### src/rtl/cameralink_pkg.sv
// Shared definitions for the CameraLink frame scheduler.
//   - state_e    : scheduler FSM states
//   - cfg_t      : latched frame geometry (width, height, blanking)
//   - CNT_W      : width of every pixel/line/blanking count
//   - RD_LAT_MIN/RD_LAT_MAX : legal range of the FIFO read latency
//   - at_least_one() : blanking length with zero promoted to one cycle
package cameralink_pkg;

  localparam int CNT_W      = 16;
  localparam int RD_LAT_MIN = 1;
  localparam int RD_LAT_MAX = 2;

  typedef enum logic [2:0] {
    IDLE,
    FV_LEAD,
    WAIT_LINE,
    LINE,
    HBLANK,
    VBLANK
  } state_e;

  typedef struct packed {
    logic [CNT_W-1:0] w;
    logic [CNT_W-1:0] h;
    logic [CNT_W-1:0] hblank;
    logic [CNT_W-1:0] vblank;
  } cfg_t;

  // A blanking period of zero still costs one cycle so the FSM always
  // passes through the blanking state.
  function automatic logic [CNT_W-1:0] at_least_one(input logic [CNT_W-1:0] v);
    return (v == '0) ? CNT_W'(1) : v;
  endfunction

endpackage

### src/rtl/cl_valid_delay.sv
// Fixed-depth register pipeline used to align the CameraLink valid strobes
// (and, in test-pattern builds, the pattern data) with the FIFO read latency.
// Ports:
//   cm_data_clk : clock, rising edge
//   rst         : synchronous active-high reset, clears every stage
//   d           : WIDTH-bit input
//   q           : d delayed by exactly DEPTH cycles
module cl_valid_delay #(
  parameter int DEPTH = 1,
  parameter int WIDTH = 3
) (
  input  logic             cm_data_clk,
  input  logic             rst,
  input  logic [WIDTH-1:0] d,
  output logic [WIDTH-1:0] q
);

  logic [WIDTH-1:0] pipe_q [DEPTH];

  // NOTE: this array is cleared on reset on purpose: a stale valid bit left in
  // the pipeline would appear on the CameraLink outputs after rst is released.
  always_ff @(posedge cm_data_clk) begin
    if (rst) begin
      for (int i = 0; i < DEPTH; i++) pipe_q[i] <= '0;
    end else begin
      pipe_q[0] <= d;
      for (int i = 1; i < DEPTH; i++) pipe_q[i] <= pipe_q[i-1];
    end
  end

  assign q = pipe_q[DEPTH-1];

endmodule

### src/rtl/cameralink_frame_scheduler.sv
// CameraLink frame scheduler: paces line reads out of a pixel FIFO and
// generates frame/line/data valid strobes with programmable geometry.
//
// Optional feature: define CL_TEST_PATTERN_EN to add a test-pattern mode
// (input tp_en, output tp_data). With tp_en=1 the FIFO is never read, lines
// start without waiting for FIFO fill, and tp_data = pixel + line count.
//
// Ports:
//   cm_data_clk, rst        : clock / synchronous active-high reset
//   cfg_image_w/h           : pixels per line / lines per frame
//   cfg_hblank/vblank       : idle cycles between lines / after a frame
//   start                   : one-cycle frame request (ignored while busy)
//   cont_mode               : restart automatically after each frame
//   stop_req                : finish current frame, then go idle
//   fifo_count, fifo_empty  : line FIFO status
//   fifo_rd_en              : FIFO read strobe, one per pixel
//   cm_frame/line/data_valid: raw valids delayed by RD_LAT cycles
//   busy                    : scheduler active (not IDLE)
//   frame_done              : pulse on the first vertical-blank cycle
//   cfg_err                 : pulse when a start carries zero width/height
//   underrun                : sticky, read attempted while FIFO empty
module cameralink_frame_scheduler
  import cameralink_pkg::*;
#(
  parameter int RD_LAT   = 1,
  parameter int FV_SETUP = 2
) (
  input  logic             cm_data_clk,
  input  logic             rst,
  input  logic [CNT_W-1:0] cfg_image_w,
  input  logic [CNT_W-1:0] cfg_image_h,
  input  logic [CNT_W-1:0] cfg_hblank,
  input  logic [CNT_W-1:0] cfg_vblank,
  input  logic             start,
  input  logic             cont_mode,
  input  logic             stop_req,
  input  logic [CNT_W-1:0] fifo_count,
  input  logic             fifo_empty,
`ifdef CL_TEST_PATTERN_EN
  input  logic             tp_en,
  output logic [CNT_W-1:0] tp_data,
`endif
  output logic             fifo_rd_en,
  output logic             cm_frame_valid,
  output logic             cm_line_valid,
  output logic             cm_data_valid,
  output logic             busy,
  output logic             frame_done,
  output logic             cfg_err,
  output logic             underrun
);

  // Out-of-range parameters are clamped to the nearest legal value.
  localparam int LAT = (RD_LAT < RD_LAT_MIN) ? RD_LAT_MIN :
                       (RD_LAT > RD_LAT_MAX) ? RD_LAT_MAX : RD_LAT;
  localparam int FV_CYC = (FV_SETUP < 1) ? 1 : FV_SETUP;
  localparam logic [CNT_W-1:0] FV_LAST = CNT_W'(FV_CYC - 1);

  state_e           state_q, state_d;
  cfg_t             cfg_q, cfg_in;
  logic [CNT_W-1:0] tmr_q;
  logic [CNT_W-1:0] pix_q;
  logic [CNT_W-1:0] line_q;
  logic             stop_pend_q;
  logic             underrun_q;
  logic             cfg_err_q, cfg_err_d;
  logic             latch_cfg;

  logic cfg_ok, tp_mode, line_ready, line_active;
  logic fv_done, hb_done, vb_done, last_pix, last_line, keep_running;
  logic raw_fv, raw_lv, raw_dv;

  assign cfg_in = '{w: cfg_image_w, h: cfg_image_h,
                    hblank: cfg_hblank, vblank: cfg_vblank};
  assign cfg_ok = (cfg_image_w != '0) && (cfg_image_h != '0);

`ifdef CL_TEST_PATTERN_EN
  assign tp_mode = tp_en;
`else
  assign tp_mode = 1'b0;
`endif

  // Ready to emit a whole line: the FIFO already holds w words (or the
  // pattern generator is the source and needs no FIFO data).
  assign line_ready = tp_mode || (fifo_count >= cfg_q.w);

  // tmr_q restarts at zero on every state change, so it is the cycle index
  // within the current FV_LEAD / HBLANK / VBLANK period.
  assign fv_done   = (tmr_q == FV_LAST);
  assign hb_done   = (tmr_q == at_least_one(cfg_q.hblank) - 1'b1);
  assign vb_done   = (tmr_q == at_least_one(cfg_q.vblank) - 1'b1);
  assign last_pix  = (pix_q == cfg_q.w - 1'b1);
  assign last_line = (line_q == cfg_q.h - 1'b1);

  // The current-cycle stop_req is included so a stop arriving on the very
  // last blanking cycle still prevents the restart.
  assign keep_running = cont_mode && !(stop_pend_q || stop_req);

  // ---------------------------------------------------------------------
  // Next-state logic
  // ---------------------------------------------------------------------
  always_comb begin
    // NOTE: defaults first, so every path assigns every signal and no latch
    // is inferred.
    state_d   = state_q;
    latch_cfg = 1'b0;
    cfg_err_d = 1'b0;
    case (state_q)
      IDLE: begin
        if (start) begin
          if (cfg_ok) begin
            latch_cfg = 1'b1;
            state_d   = FV_LEAD;
          end else begin
            cfg_err_d = 1'b1;
          end
        end
      end
      // A ready line skips WAIT_LINE entirely, so a full FIFO costs no
      // extra cycle between frame-valid lead / hblank and the line.
      FV_LEAD: begin
        if (fv_done) state_d = line_ready ? LINE : WAIT_LINE;
      end
      WAIT_LINE: begin
        if (line_ready) state_d = LINE;
      end
      LINE: begin
        if (last_pix) state_d = last_line ? VBLANK : HBLANK;
      end
      HBLANK: begin
        if (hb_done) state_d = line_ready ? LINE : WAIT_LINE;
      end
      VBLANK: begin
        if (vb_done) begin
          state_d = IDLE;
          if (keep_running) begin
            // A restart re-latches the geometry; invalid geometry is
            // reported the same way as a bad start and the block idles.
            if (cfg_ok) begin
              latch_cfg = 1'b1;
              state_d   = FV_LEAD;
            end else begin
              cfg_err_d = 1'b1;
            end
          end
        end
      end
      default: state_d = IDLE;
    endcase
  end

  // ---------------------------------------------------------------------
  // State, counters and flags
  // ---------------------------------------------------------------------
  // NOTE: all state below uses non-blocking assignments so every register
  // samples the pre-edge values regardless of statement order.
  always_ff @(posedge cm_data_clk) begin
    if (rst) begin
      state_q     <= IDLE;
      cfg_q       <= '0;
      tmr_q       <= '0;
      pix_q       <= '0;
      line_q      <= '0;
      stop_pend_q <= 1'b0;
      underrun_q  <= 1'b0;
      cfg_err_q   <= 1'b0;
    end else begin
      state_q   <= state_d;
      cfg_err_q <= cfg_err_d;

      if (latch_cfg) cfg_q <= cfg_in;

      tmr_q <= (state_d != state_q) ? '0 : tmr_q + 1'b1;

      if (state_q == LINE) begin
        pix_q <= last_pix ? '0 : pix_q + 1'b1;
        if (last_pix) line_q <= last_line ? '0 : line_q + 1'b1;
      end else begin
        pix_q <= '0;
        if (state_q == IDLE) line_q <= '0;
      end

      if (state_d == IDLE && state_q != IDLE) stop_pend_q <= 1'b0;
      else if (busy && stop_req)              stop_pend_q <= 1'b1;

      // An accepted start happens in IDLE where no read is possible, so
      // the clear and the set can never collide.
      if (latch_cfg && state_q == IDLE)  underrun_q <= 1'b0;
      else if (fifo_rd_en && fifo_empty) underrun_q <= 1'b1;
    end
  end

  // ---------------------------------------------------------------------
  // Outputs
  // ---------------------------------------------------------------------
  assign line_active = (state_q == LINE);
  assign fifo_rd_en  = line_active && !tp_mode;
  assign busy        = (state_q != IDLE);
  assign frame_done  = (state_q == VBLANK) && (tmr_q == '0);
  assign cfg_err     = cfg_err_q;
  assign underrun    = underrun_q;

  assign raw_fv = (state_q == FV_LEAD) || (state_q == WAIT_LINE) ||
                  (state_q == LINE)    || (state_q == HBLANK);
`ifdef CL_TEST_PATTERN_EN
  // In pattern mode the line still runs without FIFO reads, so the line/
  // data valids follow the LINE state rather than the read strobe.
  assign raw_lv = line_active;
  assign raw_dv = line_active;

  logic [CNT_W-1:0] tp_raw;
  assign tp_raw = pix_q + line_q;

  cl_valid_delay #(.DEPTH(LAT), .WIDTH(CNT_W)) u_tp_delay (
    .cm_data_clk (cm_data_clk),
    .rst         (rst),
    .d           (tp_raw),
    .q           (tp_data)
  );
`else
  assign raw_lv = fifo_rd_en;
  assign raw_dv = fifo_rd_en;
`endif

  cl_valid_delay #(.DEPTH(LAT), .WIDTH(3)) u_valid_delay (
    .cm_data_clk (cm_data_clk),
    .rst         (rst),
    .d           ({raw_fv, raw_lv, raw_dv}),
    .q           ({cm_frame_valid, cm_line_valid, cm_data_valid})
  );

endmodule
### config.mk
export PLATFORM = sky130hd
export DESIGN_NAME = cameralink_frame_scheduler
export DESIGN_NICKNAME = d
export VERILOG_FILES = /design/src/rtl/cameralink_pkg.sv /design/src/rtl/cl_valid_delay.sv /design/src/rtl/cameralink_frame_scheduler.sv
export SDC_FILE = /design/constraint.sdc
export NUM_CORES = 1
export LEC_CHECK = 0
export BUFFER_PORTS_ARGS = -buffer_cell sky130_fd_sc_hd__buf_2
export CAP_MARGIN = 15
export CORE_ASPECT_RATIO = 0.8
export CORE_MARGIN = 3
export CORE_UTILIZATION = 57
export CTS_BUF_LIST = sky130_fd_sc_hd__clkbuf_2
export DETAILED_ROUTE_END_ITERATION = 6
export PLACE_DENSITY = 0.78
export SLEW_MARGIN = 30
export SYNTH_ARGS = -nofsm -noshare
export SYNTH_HDL_FRONTEND = slang
export SYNTH_SLANG_ARGS = --single-unit
### constraint.sdc
create_clock -name cm_data_clk -period 4.5 [get_ports cm_data_clk]
set_input_delay 0.45 -clock cm_data_clk [delete_from_list [all_inputs] [get_ports cm_data_clk]]
set_output_delay 0.45 -clock cm_data_clk [all_outputs]
set_load 0.1 [all_outputs]
==> summary.md, run 1 <==
| Metric | Value |
|---|---|
| Outcome | complete, no violations |
| Leak | about 3.9 nW |
| Measured slew at the worst slew-check pin | just over 0.9 ns |
| GR Overflow Total | 0 |
| Commonest non-fill, non-tap cell in the layout | nor2_1 |
| Post-DP Area | 8460 um2 |
| Post-Synthesis Net Count | 1099 |
| Synth Flop Type | dfxtp_1 |
| Vias | 7460 |
| Clock share of power | 23.9% |
| Critical Path RT | 5.07 ns |
| CP startpoint kind | flop |
| Clk root buf | clkbuf_2 |
| Hold path start | cfg_vblank[10] |
| Io pins | 94 |
| Post-DP HPWL | 14.4 mm |
| Sequential area share after synthesis | 30.0% |
| Vias per cell | a little under 6 |
| VDD IR-drop max | 0.215 mV |
| Post-synthesis register bit count | 120 |
| Maximum clock rate | 242 MHz |
| Final wirelength | 20.1 mm |
| Chip height | 112 um |
| Sw frac | 36.9% |
| CTS HTree Levels | 4 |
| Most frequent cells in the layout | nor2_1 (148), dfxtp_1 (120), buf_2 (93) |
| Area delta synth->final | 16.3% |
| Layout cell share with drive strength beyond 1 | 14.5% |
| Crit-path max FO | 35 |
| Slowest stage delay, CP | ~0.53 ns |
| Reg power frac | 43.0% |
| Slew headroom | 39.6% |
| Final Hold Vio Count | 0 |
| Internal power | 1.81 mW |
| Ant diodes | 0 |
| Pin count of the biggest net entering global routing | a little over 40 |
| Max-cap violations | 0 |
| # nets final | about 1200 |
| Worst endpoint data arrival time | ~4.7 ns |
| Total CTS buffers | 17 |
| Total global-route track usage | 25.8% |
| Core Rows | 38 |
| Core area | 13600 um2 |
| Die area | 15500 um2 |
| Remaining DRCs | 0 |
| Die Width | approximately 140 um |
| Net Switching | between 1 and 1.5 mW |
| Fin. max-slew vios | 0 |
| Drt wl/cell | between 15 and 20 um |
| CTS tree | done |
| Crit end category | flop |
| Post-synthesis area per instance | 8.09 um2 |
| FFs w/ async S/R, synth | 0% |
| Library cells used by synthesis | 77 |
| Fin Setup TNS | 0 ns |
| Starting Density | 58.6% |
| Hold crit path type | primary input to flop |
| CP Cell Sequence | or4_1, nor4b_2, buf_4, a21oi_1, ha_1, nor3b_1, a211oi_1, a41oi_1, a21oi_1, nor4b_2, a41oi_4, buf_4, mux2i_1, nor2_1 |
| IO Port Bufs | 93 |
| Final setup fails | 0 |
| R2R Setup Slk | 0.36 ns |
| Initial antenna violation count | 0 |
| Syn Inst Count | 988 |
| Clock sink count | 120 |
| Synthesis Warnings | 0 |
| Design area | 9300 um2 |
| RSZ-0062 raised after global routing | false |
| Final cycle utilization of the critical path | 91.9% |
| Crit path kind | flop to flop |
| Crit. Startpoint | cfg_q[4]$_SDFFE_PP0N_ |
| Slowest CP cell | dfxtp_1 |
| Worst-path clk slew | roughly 0.18 ns |
| Synthesized area | 8000 um2 |
| R2R Path Start | cfg_q[4]$_SDFFE_PP0N_ |
| Post-synth EDFFs | 0 |
| Logic pwr share | 33.1% |
| Pwr/cell area | a little over 300 nW/um2 |
| First-pass GRT wire length | 33.8 mm |
| Drt first-iter violations | 534 |
| DRT Pass-1 Iters | 7 |
| Max clock buf depth | 2 |
| Final ANT Viol Nets | 0 |
| Clock Skew | about 0.03 ns |
| Fin crit period | 4.14 ns |
| Clk Latency, worst-skew pair | between 0.6 and 0.7 ns |
| Final GP Congestion | around 0.9 |
| Vias in the first global route | 6801 |
==> timing repair <==
action	4_1_cts	5_1_grt
gates resized for setup	0	2
setup endpoints to repair	0	69
hold buffers	61	0
hold endpoints to repair	61	0
buffers inserted	0	0
==> worst max-delay path: cells and delay by family, from the launching register on <==
kind                     cells  cell delay [ns]
AO/OA/AOI/OAI                5             1.08
adder cells (fa/ha/maj)      1             0.29
buffers and inverters        2             0.68
flip-flops                   1             0.53
multiplexers                 1             0.26
AND/OR/NAND/NOR              5             1.12
==> cell usage after synthesis, types with 9 or more instances <==
master    count  area share [%]
nor3b_1      12             1.1
nand2_1      60             2.8
or4_1        10            0.94
nor3_1       31             1.9
xnor2_1      74             8.1
inv_1        37             1.7
nand3_1      38             2.4
a21oi_1      27             1.7
ha_1         25             3.9
nand4_1      21             1.6
nor4_1       36             2.8
mux2i_1      67             8.4
xor2_1       44             4.8
o21a_1        9            0.84
nor2_1      148             6.9
and3_1       17             1.3
o21ai_0      11            0.69
clkbuf_1     49             2.3
buf_2         9            0.56
dfxtp_1     120              30
==> worst paths after layout <==
check,depth (start not counted),to
worst max-delay path,14,cfg_q[37]$_SDFFE_PP0N_
worst min-delay path,3,cfg_q[10]$_SDFFE_PP0N_
worst max register to register,14,cfg_q[37]$_SDFFE_PP0N_
worst min register to register,1,pix_q[0]$_SDFF_PP0_
==> kinds of logic after synthesis <==
family	share of synthesized area (%)
muxes	8.39
and+or+nand+nor	27.0
DFF	30.0
buffers and inverters	5.74
AOI/OAI and AO/OA	12.0
xor gates and xnor gates	12.9
adders and majority gates	3.91
==> per-stage QoR <==
step	hold slack (ns)	cells	setup slack (ns)	utilization, %	total power [mW]
after floorplan	0.453	988	0.619	-	1.94
after global placement	0.481	1201	0.492	62.0	2.12
after detailed placement	0.495	1201	0.294	62.0	2.14
after CTS	0.000661	1294	0.236	68.1	2.86
after global routing	0.00823	1294	0.0238	68.2	3.03
final	0.0380	1294	0.363	68.2	2.87
==> registers in the layout, indices dropped and copies added (netlist names) <==
name	flops
cfg_q	64
line_q	16
pix_q	16
tmr_q	16
state_q	3
u_valid_delay.pipe_q	2
cfg_err	1
stop_pend_q	1
underrun	1
==> power groups by stage <==
stage                     clock, mW  combinational [mW]  sequential (mW)
after floorplan                   0               0.741             1.20
after global placement            0               0.875             1.25
after detailed placement          0               0.891             1.25
after CTS                     0.697               0.936             1.23
after global routing          0.741                1.05             1.25
final                         0.685               0.949             1.23
==> metal layers <==
layer	routed length, um	share of wire [%]	up-vias	track usage (%)
li1	-	-	3740	-
met1	9930	49	3435	38.2
met2	8630	43	258	39.5
met3	1290	6.4	27	5.37
met4	226	1.1	0	4.61
met5	0	0	-	0
==> cell type report <==
| class | count | area (um2) |
|---|---|---|
| flip-flops and latches | 120 | 2400 |
| clock inverters | 14 | 134 |
| clock buffers | 18 | 90.1 |
| well taps | 180 | 225 |
| repair buffers | 164 | 1150 |
| multi-input cells | 761 | 5160 |
| inverters | 37 | 139 |
| fillers | 1140 | 4340 |
Power figures use the tool's default switching activity.
==> inputs of run 2 (changes only) <==
--- a/config.mk
+++ b/config.mk
@@ -12,7 +12,7 @@
 export CORE_UTILIZATION = 57
 export CTS_BUF_LIST = sky130_fd_sc_hd__clkbuf_2
 export DETAILED_ROUTE_END_ITERATION = 6
-export PLACE_DENSITY = 0.78
+export PLACE_DENSITY = 0.74
 export SLEW_MARGIN = 30
 export SYNTH_ARGS = -nofsm -noshare
 export SYNTH_HDL_FRONTEND = slang
==> run 2 against run 1 <==
First-iteration DRC count up 5.4%. Flip-flop and latch count unchanged. Sequential power is essentially flat. Critical path depth unchanged. Critical endpoint is now cfg_q[29]$_SDFFE_PP0N_. Combinational power grew 0.4%. Largest cell class unchanged.
==> summary.md, run 2 (synthesized netlist as in run 1, its figures left out) <==
| Metric | Value |
|---|---|
| CP Cell Sequence | or4_1, nor4b_2, buf_4, a21oi_1, ha_1, nor3b_1, a211oi_1, a41oi_1, a21oi_1, nor4b_2, a41oi_4, buf_4, mux2i_1, nor2_1 (unchanged) |
| Fin crit period | 4.23 ns (was 4.14 ns) |
| Final ANT Viol Nets | 0 (unchanged) |
| Slowest stage delay, CP | 0.57 ns (was 0.53 ns) |
| Critical Path RT | 5.11 ns (was 5.07 ns) |
| Final setup fails | 0 (unchanged) |
| Hold crit path type | primary input to flop (unchanged) |
| Leak | 3.90 nW (was 3.86 nW) |
| Outcome | complete, no violations (unchanged) |
| Met1 Resource Use GR | 39.6% (was 38.2%) |
| Final Hold Vio Count | 0 (unchanged) |
| Pwr/cell area | 315 nW/um2 (was 308 nW/um2) |
| Placed cell count | 1202 (was 1201) |
| Vias per cell | 5.79 (was 5.77) |
| Maximum clock rate | 237 MHz (was 242 MHz) |
| First-pass GRT wire length | 34.9 mm (was 33.8 mm) |
| Min setup slack post-route | 0.274 ns (was 0.363 ns) |
| GRT busiest layer | met2 (unchanged) |
| Crit path kind | flop to flop (unchanged) |
| Fin Setup TNS | 0 ns (unchanged) |
| Crit end category | flop (unchanged) |
| Core Rows | 38 (unchanged) |
| Slew headroom | 42.5% (was 39.6%) |
| CTS HTree Levels | 4 (unchanged) |
| DRT Pass-1 Iters | 5 (was 7) |
| Layout filler cell count | 1135 (was 1140) |
| # nets final | 1217 (was 1212) |
| Pin count of the biggest net entering global routing | 41 (unchanged) |
| WP buf/inv | 2 (unchanged) |
| CTS tree | done (unchanged) |
| Top reg by flops | cfg_q (unchanged) |
| IO Port Bufs | 93 (unchanged) |
| Post-DP HPWL | 14.9 mm (was 14.4 mm) |
| CP startpoint kind | flop (unchanged) |
| Met2 Use GR | 41.3% (was 39.5%) |
| Clock sink count | 120 (unchanged) |
| Slowest CP cell | nor3b_1 (was dfxtp_1) |
| Vias in the first global route | 7036 (was 6801) |
| Final core occ | 68.7% (was 68.2%) |
| M3 GR Usage | 6.18% (was 5.37%) |
| Worst-path clk slew | 0.18 ns (about the same) |
| Drt wl/cell | 16.0 um (was 15.5 um) |
| Crit-path max FO | 32 (was 35) |
| Clk Latency, worst-skew pair | 0.72 ns (was 0.68 ns) |
| VDD IR-drop max | 0.236 mV (was 0.215 mV) |
| Layout Cells excl Fill | 1298 (was 1294) |
| Worst path top cell family by delay | simple AND/OR/NAND/NOR gates (unchanged) |
| Commonest non-fill, non-tap cell in the layout | nor2_1 (unchanged) |
| Drt first-iter violations | 563 (was 534) |
| Most frequent cells in the layout | nor2_1 (148), dfxtp_1 (120), buf_2 (93) (unchanged) |
| Final GP Congestion | 0.957 (was 0.919) |
| Vias | 7510 (was 7460) |
| Max clock buf depth | 2 (unchanged) |
| Chip height | 112 um (unchanged) |
| Worst slack at placement | 0.338 ns (was 0.294 ns) |
| Final cycle utilization of the critical path | 93.9% (was 91.9%) |
| Total CTS buffers | 17 (unchanged) |
| Worst endpoint data arrival time | 4.84 ns (was 4.71 ns) |
| Initial antenna violation count | 0 (unchanged) |
| Fin. max-slew vios | 0 (unchanged) |
| GR Overflow Total | 0 (unchanged) |
| Layout cell share with drive strength beyond 1 | 14.2% (was 14.5%) |
| Remaining DRCs | 0 (unchanged) |
| Total global-route track usage | 27.2% (was 25.8%) |
| Die area | 15500 um2 (unchanged) |
| Core area | 13600 um2 (unchanged) |
| Io pins | 94 (unchanged) |
| Final wirelength | 20.7 mm (was 20.1 mm) |
| Setup Fix Bufs, Post-CTS | 0 (unchanged) |
| Die Width | 138 um (unchanged) |
| Starting Density | 58.6% (unchanged) |
| Clock Skew | 0.0337 ns (was 0.0302 ns) |
| Largest register FFs | 64 (unchanged) |
| Area delta synth->final | 17.3% (was 16.3%) |
| Measured slew at the worst slew-check pin | 0.854 ns (was 0.905 ns) |
| Clk root buf | clkbuf_2 (unchanged) |
| Max-cap violations | 0 (unchanged) |
==> run 2: changes by cell type in the layout (fill, tap and decap cells not counted), moves of 2 or more <==
| cell | change |
|---|---|
| clkinvlp_4 | -3 |
| bufinv_16 | +2 |
| clkinv_2 | -2 |
| dlygate4sd3_1 | +4 |
==> run 2: worst register-to-register path: cells and delay by family, from the launching register on <==
kind | cells | cell delay, ns
and+or+nand+nor | 5 | 1.24
AOI/OAI and AO/OA | 5 | 1.12
buffers and inverters | 2 | 0.66
DFF | 1 | 0.51
muxes | 1 | 0.32
adders and majority gates | 1 | 0.29
==> run 2: stage by stage <==
step	total power, mW	area [um2]	hold slack (ns)
5_1_grt	3.13	9380	0.00231
3_5_place_dp	2.14	8470	0.493
4_1_cts	2.94	9370	0.00337
2_1_floorplan	1.94	8000	0.453
3_3_place_gp	2.13	8470	0.478
6_report	2.96	9380	0.0444
==> run 2: power by group <==
group / switching (mW) / internal [mW]
Combinational: 0.514 / 0.439
Clock: 0.414 / 0.357
Sequential: 0.109 / 1.12
Total: 1.04 / 1.92
==> run 2: area by class of cell <==
class | instances | area [um2] | area share [%]
diodes | 1 | 2.50 | 0.0267
clock buffers | 19 | 95.1 | 1.01
clock inverters | 11 | 156 | 1.67
inverters | 37 | 139 | 1.48
multi-input cells | 761 | 5160 | 55.0
flip-flops and latches | 120 | 2400 | 25.6
well taps | 180 | 225 | 2.40
repair buffers | 169 | 1200 | 12.8
==> run 2: worst paths after layout <==
kind / from / to / slack (ns) / cells past startpoint
worst min-delay path: cfg_image_w[12] / cfg_q[60]$_SDFFE_PP0N_ / 0.04 / 3
worst max-delay path: cfg_q[4]$_SDFFE_PP0N_ / cfg_q[29]$_SDFFE_PP0N_ / 0.27 / 14
worst min register to register: pix_q[0]$_SDFF_PP0_ / pix_q[0]$_SDFF_PP0_ / 0.53 / 1
worst max register to register: cfg_q[4]$_SDFFE_PP0N_ / cfg_q[29]$_SDFFE_PP0N_ / 0.27 / 14
==> run 2: metal layers <==
metal  share of wire (%)  wire [um]  vias to the layer above
li1                    -          -                     3744
met2                  43       8910                      198
met4                 1.1        218                        0
met5                   0          0                        -
met3                 5.7       1170                       21
met1                  50      10400                     3547
==> run 2: timing repair <==
item	CTS	global route
endpoints found under the setup margin	0	2
hold buffers	65	0
resized for setup	0	1
endpoints found under the hold margin	65	0
